**config.mk**
```make
export PLATFORM = sky130hd
export DESIGN_NAME = pov_column_sequencer_flat
export DESIGN_NICKNAME = d
export VERILOG_FILES = /design/src/rtl/pov_column_sequencer_if.sv /design/src/rtl/pov_column_sequencer.sv /design/src/flat_wrapper.sv
export SDC_FILE = /design/constraint.sdc
export NUM_CORES = 1
export LEC_CHECK = 0
export ABC_AREA = 1
export CORE_MARGIN = 2
export CORE_UTILIZATION = 50
export CTS_BUF_LIST = sky130_fd_sc_hd__clkbuf_2 sky130_fd_sc_hd__clkbuf_4 sky130_fd_sc_hd__clkbuf_8
export DETAILED_ROUTE_END_ITERATION = 10
export HOLD_SLACK_MARGIN = 0.1
export PLACE_DENSITY = 0.7
export SYNTH_ARGS = -nofsm -noshare
export SYNTH_HDL_FRONTEND = slang
export SYNTH_SLANG_ARGS = --single-unit
```
**constraint.sdc**
```tcl
create_clock -name clk -period 5.55 [get_ports clk]
set_clock_uncertainty 0.2 [all_clocks]
set_input_delay 0.555 -clock clk [delete_from_list [all_inputs] [get_ports clk]]
set_output_delay 0.555 -clock clk [all_outputs]
set_load 0.03 [all_outputs]
```
**src/rtl/pov_column_sequencer_if.sv**
```systemverilog
// Column-timer / LED-stage handshake bundle for pov_column_sequencer.
// The master drives the timing and control inputs. The slave (the sequencer) drives the load and status outputs.
interface pov_column_sequencer_if #(
  parameter int COL_W = 8
);
  logic             run;
  logic             start;
  logic [1:0]       mode;
  logic             new_col;
  logic             index;
  logic             load_led;
  logic [COL_W-1:0] col_addr;
  logic             invert;
  logic             frame_done;
  logic             busy;
  logic             overrun;

  modport master (
    output run, start, mode, new_col, index,
    input  load_led, col_addr, invert, frame_done, busy, overrun
  );

  modport slave (
    input  run, start, mode, new_col, index,
    output load_led, col_addr, invert, frame_done, busy, overrun
  );
endinterface

```
**src/rtl/pov_column_sequencer.sv**
```systemverilog
// Sequences column loads for a rotating POV LED bar.
// It counts columns and revolutions and applies a scroll offset and/or invert effect per step.
module pov_column_sequencer #(
  parameter int NUM_COLS      = 256,
  parameter int COL_W         = 8,
  parameter int REVS_PER_STEP = 4,
  parameter int REV_W         = 4,
  parameter int STEP          = 1
) (
  input  logic                 clk,
  input  logic                 rst,
  pov_column_sequencer_if.slave bus
);
  // One extra bit lets the column count reach NUM_COLS and lets sums be wrapped without a divider.
  localparam int SUM_W = COL_W + 1;
  localparam logic [SUM_W-1:0] NUM_COLS_S = SUM_W'(NUM_COLS);
  localparam logic [SUM_W-1:0] STEP_S     = SUM_W'(STEP);
  localparam logic [REV_W-1:0] REV_LAST   = REV_W'(REVS_PER_STEP - 1);

  typedef enum logic [1:0] {
    MODE_FIXED      = 2'd0,
    MODE_SCROLL     = 2'd1,
    MODE_BLINK      = 2'd2,
    MODE_SCROLL_INV = 2'd3
  } mode_t;

  typedef enum logic [2:0] {
    IDLE, ARM, WAIT_COL, LOAD, REV_END, SHIFT
  } state_t;

  state_t           state_q, state_d;
  mode_t            mode_q, mode_d;
  logic [SUM_W-1:0] col_cnt_q, col_cnt_d;
  logic [REV_W-1:0] rev_cnt_q, rev_cnt_d;
  logic [COL_W-1:0] offset_q, offset_d;
  logic             idx_pend_q, idx_pend_d;
  logic             load_led_q, load_led_d;
  logic [COL_W-1:0] col_addr_q, col_addr_d;
  logic             invert_q, invert_d;
  logic             frame_done_q, frame_done_d;
  logic             busy_q, busy_d;
  logic             overrun_q, overrun_d;

  logic [SUM_W-1:0] col_sum, off_sum;
  logic [COL_W-1:0] col_wrap, off_wrap;
  logic             scroll_en, blink_en;

  assign col_sum  = {1'b0, col_cnt_q[COL_W-1:0]} + {1'b0, offset_q};
  assign col_wrap = COL_W'((col_sum >= NUM_COLS_S) ? col_sum - NUM_COLS_S : col_sum);
  assign off_sum  = {1'b0, offset_q} + STEP_S;
  assign off_wrap = COL_W'((off_sum >= NUM_COLS_S) ? off_sum - NUM_COLS_S : off_sum);

  assign scroll_en = (mode_q == MODE_SCROLL) || (mode_q == MODE_SCROLL_INV);
  assign blink_en  = (mode_q == MODE_BLINK)  || (mode_q == MODE_SCROLL_INV);

  // Outputs are registered. The values seen in LOAD and REV_END are computed on the transition into those states.
  always_comb begin
    // NOTE: every signal gets its hold value first, so no branch can leave it unassigned and infer a latch.
    state_d      = state_q;
    mode_d       = mode_q;
    col_cnt_d    = col_cnt_q;
    rev_cnt_d    = rev_cnt_q;
    offset_d     = offset_q;
    idx_pend_d   = idx_pend_q;
    col_addr_d   = col_addr_q;
    invert_d     = invert_q;
    overrun_d    = overrun_q;
    load_led_d   = 1'b0;
    frame_done_d = 1'b0;

    if (state_q != IDLE && !bus.run) begin
      state_d = IDLE;
    end else begin
      case (state_q)
        IDLE: begin
          if (bus.run && bus.start) begin
            mode_d  = mode_t'(bus.mode);
            state_d = ARM;
          end
        end
        ARM: begin
          col_cnt_d  = '0;
          rev_cnt_d  = '0;
          offset_d   = '0;
          invert_d   = 1'b0;
          overrun_d  = 1'b0;
          idx_pend_d = 1'b0;
          state_d    = WAIT_COL;
        end
        WAIT_COL: begin
          if (bus.new_col) begin
            state_d = LOAD;
            if (bus.index) idx_pend_d = 1'b1;
            if (col_cnt_q < NUM_COLS_S) begin
              load_led_d = 1'b1;
              col_cnt_d  = col_cnt_q + SUM_W'(1);
              col_addr_d = scroll_en ? col_wrap : col_cnt_q[COL_W-1:0];
            end else begin
              overrun_d = 1'b1;
            end
          end else if (bus.index) begin
            state_d      = REV_END;
            frame_done_d = 1'b1;
            col_cnt_d    = '0;
            idx_pend_d   = 1'b0;
          end
        end
        LOAD: begin
          if (idx_pend_q || bus.index) begin
            state_d      = REV_END;
            frame_done_d = 1'b1;
            col_cnt_d    = '0;
            idx_pend_d   = 1'b0;
          end else begin
            state_d = WAIT_COL;
          end
        end
        REV_END: begin
          if (rev_cnt_q == REV_LAST) begin
            state_d = SHIFT;
          end else begin
            rev_cnt_d = rev_cnt_q + REV_W'(1);
            state_d   = WAIT_COL;
          end
        end
        SHIFT: begin
          rev_cnt_d = '0;
          if (scroll_en) offset_d = off_wrap;
          if (blink_en)  invert_d = ~invert_q;
          state_d = WAIT_COL;
        end
        default: state_d = IDLE;
      endcase
    end

    busy_d = (state_d != IDLE);
  end

  always_ff @(posedge clk) begin
    if (rst) begin
      state_q      <= IDLE;
      mode_q       <= MODE_FIXED;
      col_cnt_q    <= '0;
      rev_cnt_q    <= '0;
      offset_q     <= '0;
      idx_pend_q   <= 1'b0;
      load_led_q   <= 1'b0;
      col_addr_q   <= '0;
      invert_q     <= 1'b0;
      frame_done_q <= 1'b0;
      busy_q       <= 1'b0;
      overrun_q    <= 1'b0;
    end else begin
      // NOTE: non-blocking updates let every flop sample the pre-edge values, whatever the statement order.
      state_q      <= state_d;
      mode_q       <= mode_d;
      col_cnt_q    <= col_cnt_d;
      rev_cnt_q    <= rev_cnt_d;
      offset_q     <= offset_d;
      idx_pend_q   <= idx_pend_d;
      load_led_q   <= load_led_d;
      col_addr_q   <= col_addr_d;
      invert_q     <= invert_d;
      frame_done_q <= frame_done_d;
      busy_q       <= busy_d;
      overrun_q    <= overrun_d;
    end
  end

  assign bus.load_led   = load_led_q;
  assign bus.col_addr   = col_addr_q;
  assign bus.invert     = invert_q;
  assign bus.frame_done = frame_done_q;
  assign bus.busy       = busy_q;
  assign bus.overrun    = overrun_q;
endmodule
```
**src/flat_wrapper.sv**
```systemverilog
// flat-port wrapper written by rule: the top's interface ports become plain ports
module pov_column_sequencer_flat 
#(
  parameter int NUM_COLS      = 256,
  parameter int COL_W         = 8,
  parameter int REVS_PER_STEP = 4,
  parameter int REV_W         = 4,
  parameter int STEP          = 1
)
  (clk, rst, bus_run, bus_start, bus_mode, bus_new_col, bus_index, bus_load_led, bus_col_addr, bus_invert, bus_frame_done, bus_busy, bus_overrun);
  pov_column_sequencer_if #(.COL_W(COL_W)) bus_i ();
  input  logic clk;
  input  logic rst;
  input wire logic [$bits(bus_i.run)-1:0] bus_run;
  input wire logic [$bits(bus_i.start)-1:0] bus_start;
  input wire logic [$bits(bus_i.mode)-1:0] bus_mode;
  input wire logic [$bits(bus_i.new_col)-1:0] bus_new_col;
  input wire logic [$bits(bus_i.index)-1:0] bus_index;
  output wire logic [$bits(bus_i.load_led)-1:0] bus_load_led;
  output wire logic [$bits(bus_i.col_addr)-1:0] bus_col_addr;
  output wire logic [$bits(bus_i.invert)-1:0] bus_invert;
  output wire logic [$bits(bus_i.frame_done)-1:0] bus_frame_done;
  output wire logic [$bits(bus_i.busy)-1:0] bus_busy;
  output wire logic [$bits(bus_i.overrun)-1:0] bus_overrun;
  assign bus_i.run = bus_run;
  assign bus_i.start = bus_start;
  assign bus_i.mode = bus_mode;
  assign bus_i.new_col = bus_new_col;
  assign bus_i.index = bus_index;
  assign bus_load_led = bus_i.load_led;
  assign bus_col_addr = bus_i.col_addr;
  assign bus_invert = bus_i.invert;
  assign bus_frame_done = bus_i.frame_done;
  assign bus_busy = bus_i.busy;
  assign bus_overrun = bus_i.overrun;
  pov_column_sequencer #(.NUM_COLS(NUM_COLS), .COL_W(COL_W), .REVS_PER_STEP(REVS_PER_STEP), .REV_W(REV_W), .STEP(STEP)) u_core (.clk(clk), .rst(rst), .bus(bus_i));
endmodule
```
==> impl_metrics.ini <==
[status]
status = finished, final reports clean

[yosys]
synth_warnings = 0
synth_seq_cells = 40
synth_flop_cell = dfxtp_1
syn-num-nets = 348
syn_area_per_cell_um2 = 7.055
synth_area_mm2 = 0.002321
synth_edf_count = 0
synthDistinctLibCells = 37
synth_cells = 329
synthArstFlopShare_pct = 0
seq_area_frac_synth_pct = 34.50

[setup_path]
cp_top_family = buffers and inverters
crit_path_start_kind = input pin
critical_path_required_ns = 5.52
crit_chain = clkdlybuf4s50_1 -> inv_1 -> o21ai_1 -> nor2_1
critPathMaxFanout = 17
crit_slowest_cell = clkdlybuf4s50_1
critPathBufInv = 2
crit_path_end_kind = flip-flop
critPathArrivalTime_ns = 2.39
crit_path_max_incr_delay_ns = 0.94
critical_path_class = in2reg

[cells_and_area]
final_nets = 370
stdcell_count = 404
layout-drive-gt1-share_pct = 9.659
n_antenna_cell = 0
final_area_mm2 = 0.002659
nFillCells = 443
seq_area_um2 = 800.8
most-common-layout-cells = 71 x nand2_1, 40 x dfxtp_1, 39 x inv_1
layout_commonest_cell = nand2_1
multi_input_area_mm2 = 0.001339
area_growth_pct = 14.56

[clock_tree]
cts_sinks = 40
cts_buffer_depth = 2
ctsHoldBuffers = 0
clk_latency_ns = 0.30
ctsResizeCount = 0
cts_tree = yes
post_cts_buffers = 0
numCtsBuffers = 5
root_buffer = clkbuf_8
clk_pin_slew_ns = 0.08
htree_num_levels = 2

[power_and_ir_drop]
powerDensity_mw_per_mm2 = 213.4
cellLeakagePower_nw = 1.101
vdd_ir_drop_max_uv = 121.5
design_power_total_uw = 567.5

[timing]
tns_ns = 0
rsz0062_at_grt = false
worst_pin_slew_ns = 0.7305
finalHoldViolations = 0
hold_slack_ns = 0.2571
max_freq_mhz = 412.8
slew_headroom_pct = 51.15
fin_crit_ns = 2.422
min_period_over_period_pct = 43.65
final-setup-viol-count = 0
slew_violations = 0

[routing]
vias_per_cell = 5.262
drc = 0
routedWlPerCell_um = 12.67
final_antenna_net_count = 0
dr.pass1.iters = 4
num_vias = 2126
drt_iter0_drc = 131
wirelength_mm = 5.118

[worst_hold_path]
hold_path_class = reg2reg

[floorplanning]
core_area_mm2 = 0.004414
die_w_um = 72.13
die_h_um = 72.13
rows = 24
initial_core_util_pct = 52.58
ios = 21
die-area_mm2 = 0.005203

[global_routing]
grt_max_degree = 18
overflow = 0
antenna_found_initial = 0
grt_pass1_wl_mm = 8.907
grt_usage_pct = 21.48
grt_pass1_vias = 1934

[placement]
placed_cells = 396
gp_congestion = 0.8345
dpl_cell_area_mm2 = 0.002566
hpwl_mm = 3.907
portBuffers = 20

[run]
drv_cap = 0
[worst reg2reg max path: cells and delay by family, from the launching register on]
family | cells | cell delay [ns]
and+or+nand+nor | 4 | 0.24
AOI/OAI and AO/OA | 1 | 0.20
xor gates and xnor gates | 1 | 0.12
DFF | 1 | 0.47
adders and majority gates | 2 | 0.64
buffers and inverters | 2 | 0.13
[layer usage]
layer,vias up,GRT usage (%),routed length (um),part of all wire (%)
met5,-,0,0,0
met4,0,5.660,54,1.1
met3,7,3.889,212,4.1
met2,46,33.54,2210,43
met1,954,30.57,2641,52
li1,1119,-,-,-
[synthesized netlist by cell type, types with 3 or more instances]
master    count  area share, %
a21oi_1      30            6.5
clkbuf_1      4           0.65
dfxtp_1      40             35
ha_1         10            5.4
inv_1        39            6.3
inv_2         4           0.65
nand2_1      71             11
nand2_2       3           0.81
nand3_1      21            4.5
nand3b_1      3           0.97
nand4_1       6            1.6
nor2_1       35            5.7
nor2_4        5            2.4
nor3_1        7            1.5
nor3_2        3            1.3
o21ai_0      14            3.0
o21ai_1       4           0.86
xnor2_1       5            1.9
xor2_1        3            1.1
[path summary, 6_finish.rpt]
path / start / cells past startpoint / slack [ns] / end
min: u_core.idx_pend_q / 2 / 0.26 / u_core.idx_pend_q
max: rst / 4 / 3.13 / u_core.offset_q[3]
min reg2reg: u_core.idx_pend_q / 2 / 0.26 / u_core.idx_pend_q
max reg2reg: u_core.col_cnt_q[0] / 10 / 3.44 / u_core.bus.col_addr[4]
[registers in the layout (all words and copies together), names as in the netlist, 2 cells and up]
register / cells
u_core.bus.col_addr: 8
u_core.col_cnt_q: 9
u_core.mode_q: 2
u_core.offset_q: 8
u_core.rev_cnt_q: 4
u_core.state_q: 3
[where the power goes]
group          leakage (nW)  total [mW]  switching [mW]  internal [mW]
clock network        0.0510       0.202           0.103         0.0992
logic                 0.727      0.0640          0.0422         0.0218
registers             0.323       0.301         0.00752          0.293
total                  1.10       0.567           0.153          0.415
[logic make-up after synthesis]
logic type / Yosys count / synth area share (%)
XOR/XNOR: 8 / 3.019
AND/OR/NAND/NOR: 166 / 35.15
flip-flops: 40 / 34.50
buffers and inverters: 48 / 7.816
adder cells (fa/ha/maj): 11 / 6.253
AO/OA/AOI/OAI: 56 / 13.26
[through the flow]
step	setup WS (ns)	utilization (%)
after floorplan	3.749	-
after global placement	2.874	58.13
after detailed placement	2.818	58.13
after CTS	3.139	60.23
after global routing	2.932	60.23
final	3.128	60.23
[area by class of cell]
cell class / count / share of cell area [%]
inverter: 43 / 6.071
multi-input combinational: 241 / 50.35
timing repair buffer: 20 / 7.529
clock buffer: 6 / 3.106
tap: 52 / 2.447
clock inverter: 2 / 0.3765
sequential: 40 / 30.12
(Power assumes the default switching activity.)
